[src/rtl/meta_plru_ctrl.sv]
// Cache metadata read-modify-write pipeline: 4-way tree-PLRU update, fill victim choice and writeback flag.
// Build macro META_STATS_EN adds saturating fill/evict/write counters.
module meta_plru_ctrl #(
  parameter int SETS = 256,
  parameter int WAYS = 4,
  localparam int IDX_W = $clog2(SETS)
) (
  input  logic             clk,
  input  logic             rst_n,
  input  logic             req_valid,
  output logic             req_ready,
  input  logic [1:0]       req_op,
  input  logic [IDX_W-1:0] req_index,
  input  logic [1:0]       req_way,
  output logic [IDX_W-1:0] meta_rd_addr,
  input  logic [10:0]      meta_rd_data,
  output logic             meta_wr_en,
  output logic [IDX_W-1:0] meta_wr_addr,
  output logic [10:0]      meta_wr_data,
  output logic             resp_valid,
  output logic [1:0]       resp_way,
  output logic             resp_evict
`ifdef META_STATS_EN
  ,
  output logic [31:0]      stat_fills,
  output logic [31:0]      stat_evicts,
  output logic [31:0]      stat_writes
`endif
);

  localparam logic [1:0] OP_TOUCH = 2'b00;
  localparam logic [1:0] OP_WRITE = 2'b01;
  localparam logic [1:0] OP_FILL  = 2'b10;
  localparam logic [1:0] OP_INVAL = 2'b11;

  if (WAYS != 4) begin : g_ways_check
    $error("meta_plru_ctrl supports WAYS == 4 only");
  end

  logic             ready_q, ready_d;
  logic             s1_vld_q, s1_vld_d, s2_vld_q, s2_vld_d;
  logic [1:0]       s1_op_q, s1_op_d, s2_op_q, s2_op_d;
  logic [1:0]       s1_way_q, s1_way_d, s2_way_q, s2_way_d;
  logic [IDX_W-1:0] s1_idx_q, s1_idx_d, s2_idx_q, s2_idx_d;
  logic             fwd_vld_q, fwd_vld_d;
  logic [IDX_W-1:0] fwd_idx_q, fwd_idx_d;
  logic [10:0]      fwd_data_q, fwd_data_d;
  logic             resp_valid_q, resp_valid_d;
  logic [1:0]       resp_way_q, resp_way_d;
  logic             resp_evict_q, resp_evict_d;

  logic [10:0] old_entry, new_entry;
  logic [3:0]  old_v, old_d, new_v, new_d;
  logic [2:0]  old_p, new_p;
  logic [1:0]  victim, tgt_way;
  logic        evict;

  function automatic logic [2:0] plru_touch(input logic [2:0] p, input logic [1:0] w);
    logic [2:0] r;
    r = p;
    if (!w[1]) begin
      r[0] = 1'b1;
      r[1] = ~w[0];
    end else begin
      r[0] = 1'b0;
      r[2] = ~w[0];
    end
    return r;
  endfunction

  // The array returns data two cycles late, so the previous op's result must override a same-index read.
  always_comb begin
    old_entry = meta_rd_data;
    if (fwd_vld_q && (fwd_idx_q == s2_idx_q)) old_entry = fwd_data_q;
    old_v = old_entry[10:7];
    old_d = old_entry[6:3];
    old_p = old_entry[2:0];
  end

  always_comb begin
    victim = 2'd0;
    if (!old_v[0])      victim = 2'd0;
    else if (!old_v[1]) victim = 2'd1;
    else if (!old_v[2]) victim = 2'd2;
    else if (!old_v[3]) victim = 2'd3;
    else if (old_p[0])  victim = {1'b1, old_p[2]};
    else                victim = {1'b0, old_p[1]};
  end

  always_comb begin
    tgt_way = (s2_op_q == OP_FILL) ? victim : s2_way_q;
    new_v   = old_v;
    new_d   = old_d;
    new_p   = old_p;
    evict   = 1'b0;
    case (s2_op_q)
      OP_TOUCH: new_p = plru_touch(old_p, tgt_way);
      OP_WRITE: begin
        new_p          = plru_touch(old_p, tgt_way);
        new_d[tgt_way] = 1'b1;
      end
      OP_FILL: begin
        evict          = old_v[tgt_way] && old_d[tgt_way];
        new_v[tgt_way] = 1'b1;
        new_d[tgt_way] = 1'b0;
        new_p          = plru_touch(old_p, tgt_way);
      end
      OP_INVAL: begin
        new_v[tgt_way] = 1'b0;
        new_d[tgt_way] = 1'b0;
      end
      default: ;
    endcase
    new_entry = {new_v, new_d, new_p};
  end

  always_comb begin
    ready_d      = 1'b1;
    s1_vld_d     = req_valid && ready_q;
    s1_op_d      = req_op;
    s1_idx_d     = req_index;
    s1_way_d     = req_way;
    s2_vld_d     = s1_vld_q;
    s2_op_d      = s1_op_q;
    s2_idx_d     = s1_idx_q;
    s2_way_d     = s1_way_q;
    fwd_vld_d    = s2_vld_q;
    fwd_idx_d    = s2_idx_q;
    fwd_data_d   = new_entry;
    resp_valid_d = s2_vld_q;
    resp_way_d   = s2_vld_q ? tgt_way : 2'd0;
    resp_evict_d = s2_vld_q && evict;
  end

  always_ff @(posedge clk or negedge rst_n) begin
    if (!rst_n) begin
      ready_q      <= 1'b0;
      s1_vld_q     <= 1'b0;
      s1_op_q      <= 2'd0;
      s1_idx_q     <= '0;
      s1_way_q     <= 2'd0;
      s2_vld_q     <= 1'b0;
      s2_op_q      <= 2'd0;
      s2_idx_q     <= '0;
      s2_way_q     <= 2'd0;
      fwd_vld_q    <= 1'b0;
      fwd_idx_q    <= '0;
      fwd_data_q   <= '0;
      resp_valid_q <= 1'b0;
      resp_way_q   <= 2'd0;
      resp_evict_q <= 1'b0;
    end else begin
      ready_q      <= ready_d;
      s1_vld_q     <= s1_vld_d;
      s1_op_q      <= s1_op_d;
      s1_idx_q     <= s1_idx_d;
      s1_way_q     <= s1_way_d;
      s2_vld_q     <= s2_vld_d;
      s2_op_q      <= s2_op_d;
      s2_idx_q     <= s2_idx_d;
      s2_way_q     <= s2_way_d;
      fwd_vld_q    <= fwd_vld_d;
      fwd_idx_q    <= fwd_idx_d;
      fwd_data_q   <= fwd_data_d;
      resp_valid_q <= resp_valid_d;
      resp_way_q   <= resp_way_d;
      resp_evict_q <= resp_evict_d;
    end
  end

  assign req_ready    = ready_q;
  assign meta_rd_addr = ready_q ? req_index : '0;
  assign meta_wr_en   = s2_vld_q;
  assign meta_wr_addr = s2_vld_q ? s2_idx_q : '0;
  assign meta_wr_data = s2_vld_q ? new_entry : '0;
  assign resp_valid   = resp_valid_q;
  assign resp_way     = resp_way_q;
  assign resp_evict   = resp_evict_q;

`ifdef META_STATS_EN
  logic [31:0] stat_fills_q, stat_fills_d;
  logic [31:0] stat_evicts_q, stat_evicts_d;
  logic [31:0] stat_writes_q, stat_writes_d;

  always_comb begin
    stat_fills_d  = stat_fills_q;
    stat_evicts_d = stat_evicts_q;
    stat_writes_d = stat_writes_q;
    if (s2_vld_q && (s2_op_q == OP_FILL) && (stat_fills_q != '1))
      stat_fills_d = stat_fills_q + 32'd1;
    if (s2_vld_q && (s2_op_q == OP_FILL) && evict && (stat_evicts_q != '1))
      stat_evicts_d = stat_evicts_q + 32'd1;
    if (s2_vld_q && (s2_op_q == OP_WRITE) && (stat_writes_q != '1))
      stat_writes_d = stat_writes_q + 32'd1;
  end

  always_ff @(posedge clk or negedge rst_n) begin
    if (!rst_n) begin
      stat_fills_q  <= '0;
      stat_evicts_q <= '0;
      stat_writes_q <= '0;
    end else begin
      stat_fills_q  <= stat_fills_d;
      stat_evicts_q <= stat_evicts_d;
      stat_writes_q <= stat_writes_d;
    end
  end

  assign stat_fills  = stat_fills_q;
  assign stat_evicts = stat_evicts_q;
  assign stat_writes = stat_writes_q;
`endif

endmodule

[config.mk]
export PLATFORM = sky130hd
export DESIGN_NAME = meta_plru_ctrl
export DESIGN_NICKNAME = d
export VERILOG_FILES = /design/src/rtl/meta_plru_ctrl.sv
export SDC_FILE = /design/constraint.sdc
export NUM_CORES = 1
export LEC_CHECK = 0
export BUFFER_PORTS_ARGS = -buffer_cell sky130_fd_sc_hd__clkbuf_2
export CORE_MARGIN = 2
export CORE_UTILIZATION = 40
export CTS_BUF_LIST = sky130_fd_sc_hd__clkbuf_8
export DETAILED_ROUTE_END_ITERATION = 6
export HOLD_SLACK_MARGIN = 0.05
export MAX_ROUTING_LAYER = met4
export PLACE_DENSITY_LB_ADDON = 0.3
export SETUP_SLACK_MARGIN = 0.15
export SYNTH_ARGS = -nofsm -noshare
export SYNTH_HDL_FRONTEND = slang
export SYNTH_SLANG_ARGS = --single-unit
[constraint.sdc]
create_clock -name clk -period 4.5 [get_ports clk]
set_input_delay 0 -clock clk [delete_from_list [all_inputs] [get_ports clk]]
set_output_delay 0 -clock clk [all_outputs]
set_load 0.02 [all_outputs]
==> impl_metrics.json, run 1 <==
{
  "grt_pass1_vias": 1671,
  "p_int_uw": 716,
  "overflow": 0,
  "p_sw_share_pct": 25.5,
  "numCtsBuffers": 5,
  "syn-mean-instance-area_um2": 11.9,
  "post_cts_buffers": 0,
  "drt-total-wl_um": 4620,
  "clock_tree.buffer_depth": 2,
  "cap_violations": 0,
  "fin_crit_ns": 2.75,
  "ctsResizeCount": 0,
  "fin_worst_skew_ns": 0.00941,
  "nets": 286,
  "synthArstFlopShare_pct": 100,
  "power.share.clock_pct": 34.7,
  "clkSinkCount": 50,
  "ys.flop_type": "dfrtp_1",
  "required_ns": 4.50,
  "rsz0062_at_grt": "false",
  "cp_max_fo": 14,
  "ys_types": 42,
  "insertion_delay_ns": 0.30,
  "dp_hpwl_um": 3170,
  "synth_edf_count": 0,
  "antenna_cells": 0,
  "detail_route.first_pass.iterations": 5,
  "n_fill_cell": 499,
  "layout_commonest_cell": "clkbuf_2",
  "postSynthCellCount": 185,
  "start_util_pct": 40.8,
  "syn_to_final_growth_pct": 28.7,
  "antenna_found_initial": 0,
  "grt_max_degree": 51,
  "root_buffer": "clkbuf_8",
  "seq_area_frac_synth_pct": 56.8,
  "core_area_mm2": 0.00541,
  "wl_per_cell_um": 13.9,
  "ys.warnings.count": 0,
  "cts_tree": "yes",
  "synth_fp_nets": 211,
  "grt_pass1_wl_um": 7960,
  "io_buffers": 58,
  "htreeDepth": 2,
  "clkSlewWorstSetupHoldPaths_ns": 0.10,
  "die_w_um": 78.2,
  "status": "complete, no violations",
  "num_vias": 1609,
  "holdWs_ns": 0.0568,
  "fp-row-count": 27,
  "hold_path_class": "in -> reg",
  "drt-initial-drc-count": 111,
  "regArea_mm2": 0.00125,
  "ant_nets": 0,
  "hold_viol": 0,
  "ios": 59,
  "tns_ns": 0,
  "fmax_mhz": 364,
  "gp_congestion": 0.934,
  "max-vdd-ir-drop_mv": 0.243,
  "crit_path_start_kind": "flop",
  "p_comb_share_pct": 13.5,
  "post-route-period-util_pct": 61.1,
  "power_frac_seq_pct": 51.8,
  "criticalPathCategory": "reg -> out",
  "die_area_mm2": 0.00612,
  "final_max_slew_viol_count": 0,
  "vias_per_cell": 4.83,
  "relSlewSlack_pct": 55.9,
  "netlist_area_mm2": 0.00220,
  "total_power_uw": 962,
  "power_density_mw_per_mm2": 339,
  "drc": 0,
  "p_switching_uw": 245,
  "cp.arrival_ns": 2.75,
  "finalSetupViolations": 0,
  "ys_seq_elements": 50,
  "layout_common_cells": "58 x clkbuf_2, 50 x dfrtp_1, 27 x and2_1, 16 x dlygate4sd3_1, 15 x nand2_1",
  "crit_path_end_kind": "primary output",
  "holdBufCountCts": 16,
  "worst_pin_slew_ns": 0.662,
  "layout-drive-gt1-share_pct": 31.4,
  "die_h_um": 78.2,
  "multiInputGateArea_um2": 897,
  "grt_use_total_pct": 17.1,
  "p_leak_nw": 1.27
}
## per-stage QoR
step | std cells | utilization (%) | setup WS [ns] | instance area, um2
global placement | 309 | 47.3 | 2.18 | 2550
detailed placement | 309 | 47.3 | 2.11 | 2550
floorplan | 185 | - | 2.40 | 2200
global route | 333 | 52.5 | 1.52 | 2840
finish | 333 | 52.5 | 1.75 | 2840
CTS | 333 | 52.5 | 1.76 | 2840
## worst paths after layout
kind / start / endpoint / slack, ns / cells past startpoint
setup / recovery: s2_op_q[0] / meta_wr_data[2] / 1.75 / 8
hold / removal: meta_rd_data[6] / fwd_data_q[6] / 0.06 / 3
setup reg to reg: s2_op_q[0] / resp_evict / 2.14 / 7
hold reg to reg: s1_op_q[1] / s2_op_q[1] / 0.35 / 0
max in group asynchronous: rst_n / fwd_data_q[4] / 3.77 / 3
min in group asynchronous: rst_n / s1_idx_q[2] / 0.32 / 3
## power by group through the flow
stage	clock network, mW	logic [mW]	registers, mW
6_report	0.334	0.130	0.498
5_1_grt	0.363	0.145	0.503
4_1_cts	0.341	0.131	0.499
3_5_place_dp	0	0.120	0.508
3_3_place_gp	0	0.120	0.507
2_1_floorplan	0	0.0778	0.500
## cell type report
class / count / area share (%)
inverters: 3 / 0.397
well taps: 72 / 3.18
repair buffers: 76 / 16.4
multi-input cells: 124 / 31.6
clock buffers: 6 / 2.91
clock inverters: 2 / 1.37
flip-flops and latches: 50 / 44.1
## cells in the mapped netlist, types with 3 or more instances
cell type	number	area, um2
dfrtp_1	50	1250
and2_1	27	169
nand2_1	15	56.3
mux2i_1	11	110
nand3_1	9	45.0
o21ai_0	6	30.0
a21oi_1	5	25.0
nor2_1	5	18.8
nand3b_1	4	30.0
xnor2_1	4	35.0
xnor2_2	4	65.1
buf_4	3	22.5
clkbuf_1	3	11.3
inv_1	3	11.3
mux2_2	3	33.8
## critical path, stage by stage (launching register included)
cell      delay [ns]
dfrtp_1         0.56
and2b_1         0.40
nand3_1         0.16
o41a_1          0.34
o21a_1          0.24
a21oi_2         0.20
mux2i_1         0.24
and2_1          0.15
clkbuf_2        0.16
## per-layer routing
layer  track usage, %  share of wire [%]  vias to the layer above
li1                 -                  -                      789
met1             21.9                 44                      767
met3             3.91                5.7                        5
met2             26.1                 49                       48
met5                -                  0                        -
met4             7.89                1.4                        0
## kinds of logic after synthesis
family | Yosys count | share of synthesized area (%)
other | 1 | 0.170
buffers and inverters | 11 | 2.78
AOI/OAI and AO/OA | 33 | 11.7
and+or+nand+nor | 68 | 17.5
xor gates and xnor gates | 8 | 4.54
DFF | 50 | 56.8
muxes | 14 | 6.53
## state kept, by name, summed over array words and instances (netlist names)
name / cells
resp_valid: 1
meta_wr_en: 1
s1_vld_q: 1
s1_way_q: 2
fwd_data_q: 11
fwd_idx_q: 8
s2_way_q: 2
req_ready: 1
s1_idx_q: 8
s1_op_q: 2
fwd_idx_d: 8
resp_evict: 1
s2_op_q: 2
resp_way: 2
No activity file was read; power rests on OpenSTA's default activity.
==> run 2, diff against run 1 <==
--- a/config.mk
+++ b/config.mk
@@ -5,6 +5,7 @@
 export SDC_FILE = /design/constraint.sdc
 export NUM_CORES = 1
 export LEC_CHECK = 0
+export ABC_AREA = 1
 export BUFFER_PORTS_ARGS = -buffer_cell sky130_fd_sc_hd__clkbuf_2
 export CORE_MARGIN = 2
 export CORE_UTILIZATION = 40
==> constraint.sdc (replaced) <==
create_clock -name clk -period 2.3 [get_ports clk]
set_input_delay 0 -clock clk [delete_from_list [all_inputs] [get_ports clk]]
set_output_delay 0 -clock clk [all_outputs]
set_load 0.02 [all_outputs]
==> impl_metrics.json, run 2 <==
{
  "clock_tree.buffer_depth": 2,
  "ys.warnings.count": 0,
  "multiInputGateArea_um2": 970,
  "die_h_um": 79.1,
  "crit_path_end_kind": "primary output",
  "postSynthCellCount": 267,
  "power_density_mw_per_mm2": 559,
  "criticalPathCategory": "reg -> out",
  "grt_use_total_pct": 18.3,
  "netlist_area_mm2": 0.00226,
  "layout_commonest_cell": "nand2_1",
  "nets": 400,
  "numCtsBuffers": 5,
  "seq_area_frac_synth_pct": 55.4,
  "ys_seq_elements": 50,
  "grt_max_degree": 51,
  "regArea_mm2": 0.00125,
  "rsz0062_at_grt": "true",
  "top_register": "fwd_data_q",
  "layout-drive-gt1-share_pct": 43.7,
  "fin_ws_ns": -0.304,
  "layout_common_cells": "57 x nand2_1, 53 x inv_1, 50 x dfrtp_1, 47 x clkbuf_2, 34 x buf_4",
  "p_leak_nw": 1.90,
  "largest_reg_flops": 11,
  "synth_fp_nets": 293,
  "n_fill_cell": 450,
  "detail_route.first_pass.iterations": 4,
  "cap_violations": 0,
  "ys_types": 27,
  "fin_worst_skew_ns": 0.00964,
  "synth_commonest_cells": "78 x nand2_1, 56 x inv_1, 50 x dfrtp_1",
  "antenna_found_initial": 0,
  "placed_cell_area_mm2": 0.00265,
  "gp_congestion": 0.863,
  "dp_hpwl_um": 3300,
  "dp.cells": 397,
  "io_buffers": 58,
  "ios": 59,
  "root_buffer": "clkbuf_8",
  "synth_top_cell_by_area": "dfrtp_1",
  "vias_per_cell": 4.60,
  "power.share.clock_pct": 29.3,
  "grt_pass1_wl_um": 8510,
  "yosysMostFrequentCell": "nand2_1",
  "synth_edf_count": 0,
  "syn-mean-instance-area_um2": 8.46,
  "required_ns": 2.30,
  "synth_area_leaders": "dfrtp_1 55%, nand2_1 13%, inv_1 9.3%, nand3_1 3.8%, nor2_1 2.3%",
  "clkSlewWorstSetupHoldPaths_ns": 0.09,
  "clkSinkCount": 50,
  "post-route-period-util_pct": 113,
  "drc": 0,
  "antenna_cells": 0,
  "p_int_mw": 1.37,
  "hold_viol": 0,
  "synth.top_cell.area_share_pct": 55.4,
  "p_comb_share_pct": 20.1,
  "synthArstFlopShare_pct": 100,
  "status": "finished, violations left",
  "drt-initial-drc-count": 102,
  "layout.cells.non_filler": 447,
  "worst_pin_slew_ns": 0.604,
  "wl_per_cell_um": 12.6,
  "stdcell_area_mm2": 0.00339,
  "ant_nets": 0,
  "p_sw_share_pct": 27.9,
  "fin_crit_ns": 2.60,
  "cts_tree": "yes",
  "crit_path_start_kind": "flop",
  "max-vdd-ir-drop_mv": 0.292,
  "relSlewSlack_pct": 59.7,
  "finalSetupViolations": 11,
  "num_vias": 2057,
  "core_area_mm2": 0.00547,
  "fp-row-count": 27,
  "post-route-util_pct": 61.9,
  "die_area_mm2": 0.00626,
  "violations": "setup timing",
  "fmax_mhz": 384,
  "power_frac_seq_pct": 50.7,
  "syn_to_final_growth_pct": 49.9,
  "htreeDepth": 2,
  "die_w_um": 79.1,
  "overflow": 0,
  "ys.flop_type": "dfrtp_1",
  "cp_max_fo": 7,
  "insertion_delay_ns": 0.30,
  "p_switching_uw": 528,
  "cp.arrival_ns": 2.60,
  "drt-total-wl_um": 5620,
  "grt_pass1_vias": 1880,
  "hold_path_class": "in -> reg",
  "start_util_pct": 41.3,
  "final_max_slew_viol_count": 0
}
run 2: cell count changes in the layout (fill, tap and decap cells not counted), sizes merged, moves of 4 or more:
cell and change:
nand2 +70, inv +53, buf +38, and2 -26, nor2 +13, nand3 +11
mux2i -8, xnor2 -8, clkbuf -7, nand4 +7, o21ai -4
run 2: worst paths after layout:
path,from,end,slack (ns),cells past startpoint
min reg2reg,s1_idx_q[2],fwd_idx_d[2],0.35,0
max in group asynchronous,rst_n,s1_vld_q,1.57,3
min,meta_rd_data[1],fwd_data_q[1],0.06,5
max reg2reg,fwd_idx_d[0],resp_evict,0.03,17
min in group asynchronous,rst_n,s1_idx_q[6],0.34,3
max,fwd_idx_d[0],meta_wr_data[10],-0.30,17
run 2: through the flow:
stage	total power, mW	setup TNS [ns]	hold slack [ns]	setup slack [ns]
after floorplan	1.13	0	-0.296	0.234
after global placement	1.23	0	0.110	0.0354
after detailed placement	1.24	0	0.110	0.0186
after CTS	1.86	-1.53	0.0631	-0.183
after global routing	2.00	-5.38	0.0916	-0.518
final	1.89	-2.66	0.0636	-0.304
run 2: worst max-delay path, stage by stage (launching register included):
cell and delay [ns]:
dfrtp_1 0.39, inv_1 0.05, nand2_1 0.07, nand3_2 0.11, inv_2 0.07, nand2_2 0.06
nor2_4 0.22, nand3_2 0.10, nand2_2 0.12, nand3_2 0.09, nand2_1 0.10, clkinv_2 0.08
nand2_4 0.11, nand2_8 0.09, nand2_8 0.10, nand4_1 0.17, a21oi_2 0.20, clkbuf_8 0.17
run 2: power by group through the flow:
| stage | Clock, mW | Combinational, mW | Sequential (mW) |
|---|---|---|---|
| finish | 0.554 | 0.380 | 0.959 |
| global route | 0.617 | 0.415 | 0.967 |
| CTS | 0.571 | 0.332 | 0.959 |
| detailed placement | 0 | 0.261 | 0.976 |
| global placement | 0 | 0.259 | 0.974 |
| floorplan | 0 | 0.163 | 0.969 |
run 2: timing repair:
item | in CTS | in global routing
endpoints found under the hold margin | 64 | 0
setup endpoints to repair | 16 | 23
gates cloned | 1 | 0
resized for setup | 38 | 52
hold buffers | 15 | 0
setup buffers | 18 | 8
pin swaps | 22 | 29
run 2: area by class of cell:
cell class,instances,area share [%]
Clock inverter,1,0.259
Inverter,58,6.69
Tap cell,72,2.66
Sequential cell,50,37.0
Clock buffer,7,2.85
Timing Repair Buffer,105,22.0
Multi-Input combinational cell,154,28.6
run 2: routing by layer:
layer	vias to the layer above	part of all wire, %	GRT usage (%)
li1	1008	-	-
met1	977	42	23.0
met2	59	51	29.2
met3	13	5.2	4.20
met4	0	2.0	6.72
met5	-	0	-
run 2: cell families after synthesis:
group / after synthesis / synth area share, %
and+or+nand+nor: 136 / 28.1
muxes: 3 / 1.33
other: 1 / 0.166
AOI/OAI and AO/OA: 11 / 3.05
xor gates and xnor gates: 2 / 0.776
DFF: 50 / 55.4
buffers and inverters: 64 / 11.2
==> run 3, diff against run 2 <==
--- a/config.mk
+++ b/config.mk
@@ -11,9 +11,11 @@
 export CORE_UTILIZATION = 40
 export CTS_BUF_LIST = sky130_fd_sc_hd__clkbuf_8
 export DETAILED_ROUTE_END_ITERATION = 6
+export GPL_ROUTABILITY_DRIVEN = 0
 export HOLD_SLACK_MARGIN = 0.05
 export MAX_ROUTING_LAYER = met4
-export PLACE_DENSITY_LB_ADDON = 0.3
+export PLACE_DENSITY = 0.66
+export REMOVE_ABC_BUFFERS = 1
 export SETUP_SLACK_MARGIN = 0.15
 export SYNTH_ARGS = -nofsm -noshare
 export SYNTH_HDL_FRONTEND = slang
==> impl_metrics.json, run 3 (same netlist as run 2, synthesis figures left out) <==
{
  "grt_pass1_vias": 2036,
  "rsz0062_at_grt": "true",
  "cp.arrival_ns": 2.49,
  "stdcell_area_mm2": 0.00338,
  "fmax_mhz": 402,
  "fin_ws_ns": -0.188,
  "power_frac_seq_pct": 48.4,
  "vias_per_cell": 4.64,
  "die_h_um": 79.1,
  "p_switching_uw": 550,
  "clkSlewWorstSetupHoldPaths_ns": 0.09,
  "overflow": 0,
  "grt_use_total_pct": 19.1,
  "detail_route.first_pass.iterations": 4,
  "ios": 59,
  "p_sw_share_pct": 27.6,
  "wl_per_cell_um": 12.6,
  "dp_hpwl_um": 3200,
  "layout-drive-gt1-share_pct": 44.2,
  "fp-row-count": 27,
  "nets": 398,
  "hold_viol": 0,
  "io_buffers": 58,
  "htreeDepth": 2,
  "start_util_pct": 41.3,
  "top_register": "fwd_data_q",
  "violations": "setup timing",
  "clock_tree.buffer_depth": 2,
  "final_max_slew_viol_count": 0,
  "root_buffer": "clkbuf_8",
  "tns_ns": -1.59,
  "holdWs_ns": 0.0837,
  "n_fill_cell": 463,
  "layout.cells.non_filler": 445,
  "status": "finished, violations left",
  "cpPeakStageDelay_ns": 0.40,
  "cp_max_fo": 7,
  "num_vias": 2063,
  "grt_pass1_wl_um": 9030,
  "max-vdd-ir-drop_mv": 0.344,
  "insertion_delay_ns": 0.30,
  "ant_nets": 0,
  "p_comb_share_pct": 18.9,
  "relSlewSlack_pct": 59.9,
  "drt-total-wl_um": 5590,
  "finalSetupViolations": 12,
  "dp.cells": 393,
  "cp_cell_sequence": "nand2_1 > nand3_2 > buf_4 > nor2_4 > nand3_4 > nand2_2 > nand3_2 > nor2_1 > nand2_2 > nand2_4 > nand4_1 > nand2_1 > nand2_2 > nor2_2 > buf_6",
  "required_ns": 2.30,
  "criticalPathCategory": "reg -> out",
  "p_leak_nw": 1.89,
  "die_area_mm2": 0.00626,
  "clkSinkCount": 50,
  "syn_to_final_growth_pct": 49.8,
  "antenna_cells": 0,
  "crit_path_end_kind": "primary output",
  "cts_tree": "yes",
  "layout_common_cells": "55 x nand2_1, 51 x inv_1, 50 x dfrtp_1, 47 x clkbuf_2, 31 x buf_4",
  "cpMostUsedCell": "nand2_2",
  "drc": 0,
  "antenna_found_initial": 0,
  "drt-initial-drc-count": 135,
  "hold_path_class": "in -> reg",
  "fin_crit_ns": 2.49,
  "power_density_mw_per_mm2": 589,
  "cap_violations": 0,
  "core_area_mm2": 0.00547,
  "crit_path_start_kind": "flop",
  "largest_reg_flops": 11,
  "placed_cell_area_mm2": 0.00262,
  "worst_pin_slew_ns": 0.601,
  "grt_max_degree": 51,
  "numCtsBuffers": 5,
  "dp_slack_ns": -0.000714,
  "die_w_um": 79.1,
  "power.share.clock_pct": 32.7,
  "post-route-period-util_pct": 108,
  "fin_worst_skew_ns": 0.00500,
  "crit_slowest_cell": "dfrtp_1",
  "p_int_mw": 1.44,
  "layout_commonest_cell": "nand2_1"
}
run 3: worst max-delay path: cells and delay by family, from the launching register on:
| family | cells | cell delay, ns |
|---|---|---|
| buffers and inverters | 2 | 0.27 |
| flip-flops | 1 | 0.40 |
| AND/OR/NAND/NOR | 13 | 1.48 |
run 3: final timing paths:
check	slack (ns)	endpoint	start	depth (start not counted)
worst max-delay path	-0.19	meta_wr_data[5]	fwd_idx_d[0]	15
worst min-delay path	0.08	fwd_data_q[0]	meta_rd_data[0]	5
worst max register to register	-0.01	fwd_data_q[8]	fwd_idx_d[7]	18
worst min register to register	0.35	s2_op_q[1]	s1_op_q[1]	0
max in group asynchronous	1.58	fwd_data_q[4]	rst_n	3
min in group asynchronous	0.32	req_ready	rst_n	3
run 3: power groups by stage:
stage | Clock [mW] | Combinational (mW) | Sequential (mW)
2_1_floorplan | 0 | 0.154 | 0.975
3_3_place_gp | 0 | 0.251 | 0.977
3_5_place_dp | 0 | 0.252 | 0.979
4_1_cts | 0.672 | 0.338 | 0.961
5_1_grt | 0.701 | 0.414 | 0.970
6_report | 0.651 | 0.376 | 0.964
run 3: metal layers:
layer  up-vias  routed length, um  GRT usage, %
met5         -                  0             -
met4         0                208          9.66
met3        21                288          4.32
met2        73               2780          29.9
met1       955               2310          23.2
li1       1014                  -             -
run 3: metrics by stage:
| stage | power [mW] | util (%) |
|---|---|---|
| 4_1_cts | 1.97 | 59.1 |
| 3_3_place_gp | 1.23 | 47.9 |
| 5_1_grt | 2.08 | 61.8 |
| 2_1_floorplan | 1.13 | - |
| 6_report | 1.99 | 61.8 |
| 3_5_place_dp | 1.23 | 47.9 |
run 3: area by class of cell:
class                      count  area [um2]  share of cell area, %
sequential                    50        1250                   37.0
multi-input combinational    156         990                   29.3
timing repair buffer         100         698                   20.6
inverter                      58         225                   6.66
tap                           72        90.1                   2.66
clock buffer                   6        82.6                   2.44
clock inverter                 2        38.8                   1.15
timing repair inverter         1        6.26                  0.185
run 3: what timing repair did:
action | CTS | global route
hold endpoints to repair | 65 | 0
buffers inserted | 20 | 4
hold buffers | 16 | 0
gates cloned | 4 | 0
endpoints found under the setup margin | 19 | 21
pin swaps | 17 | 31
resized for setup | 40 | 50
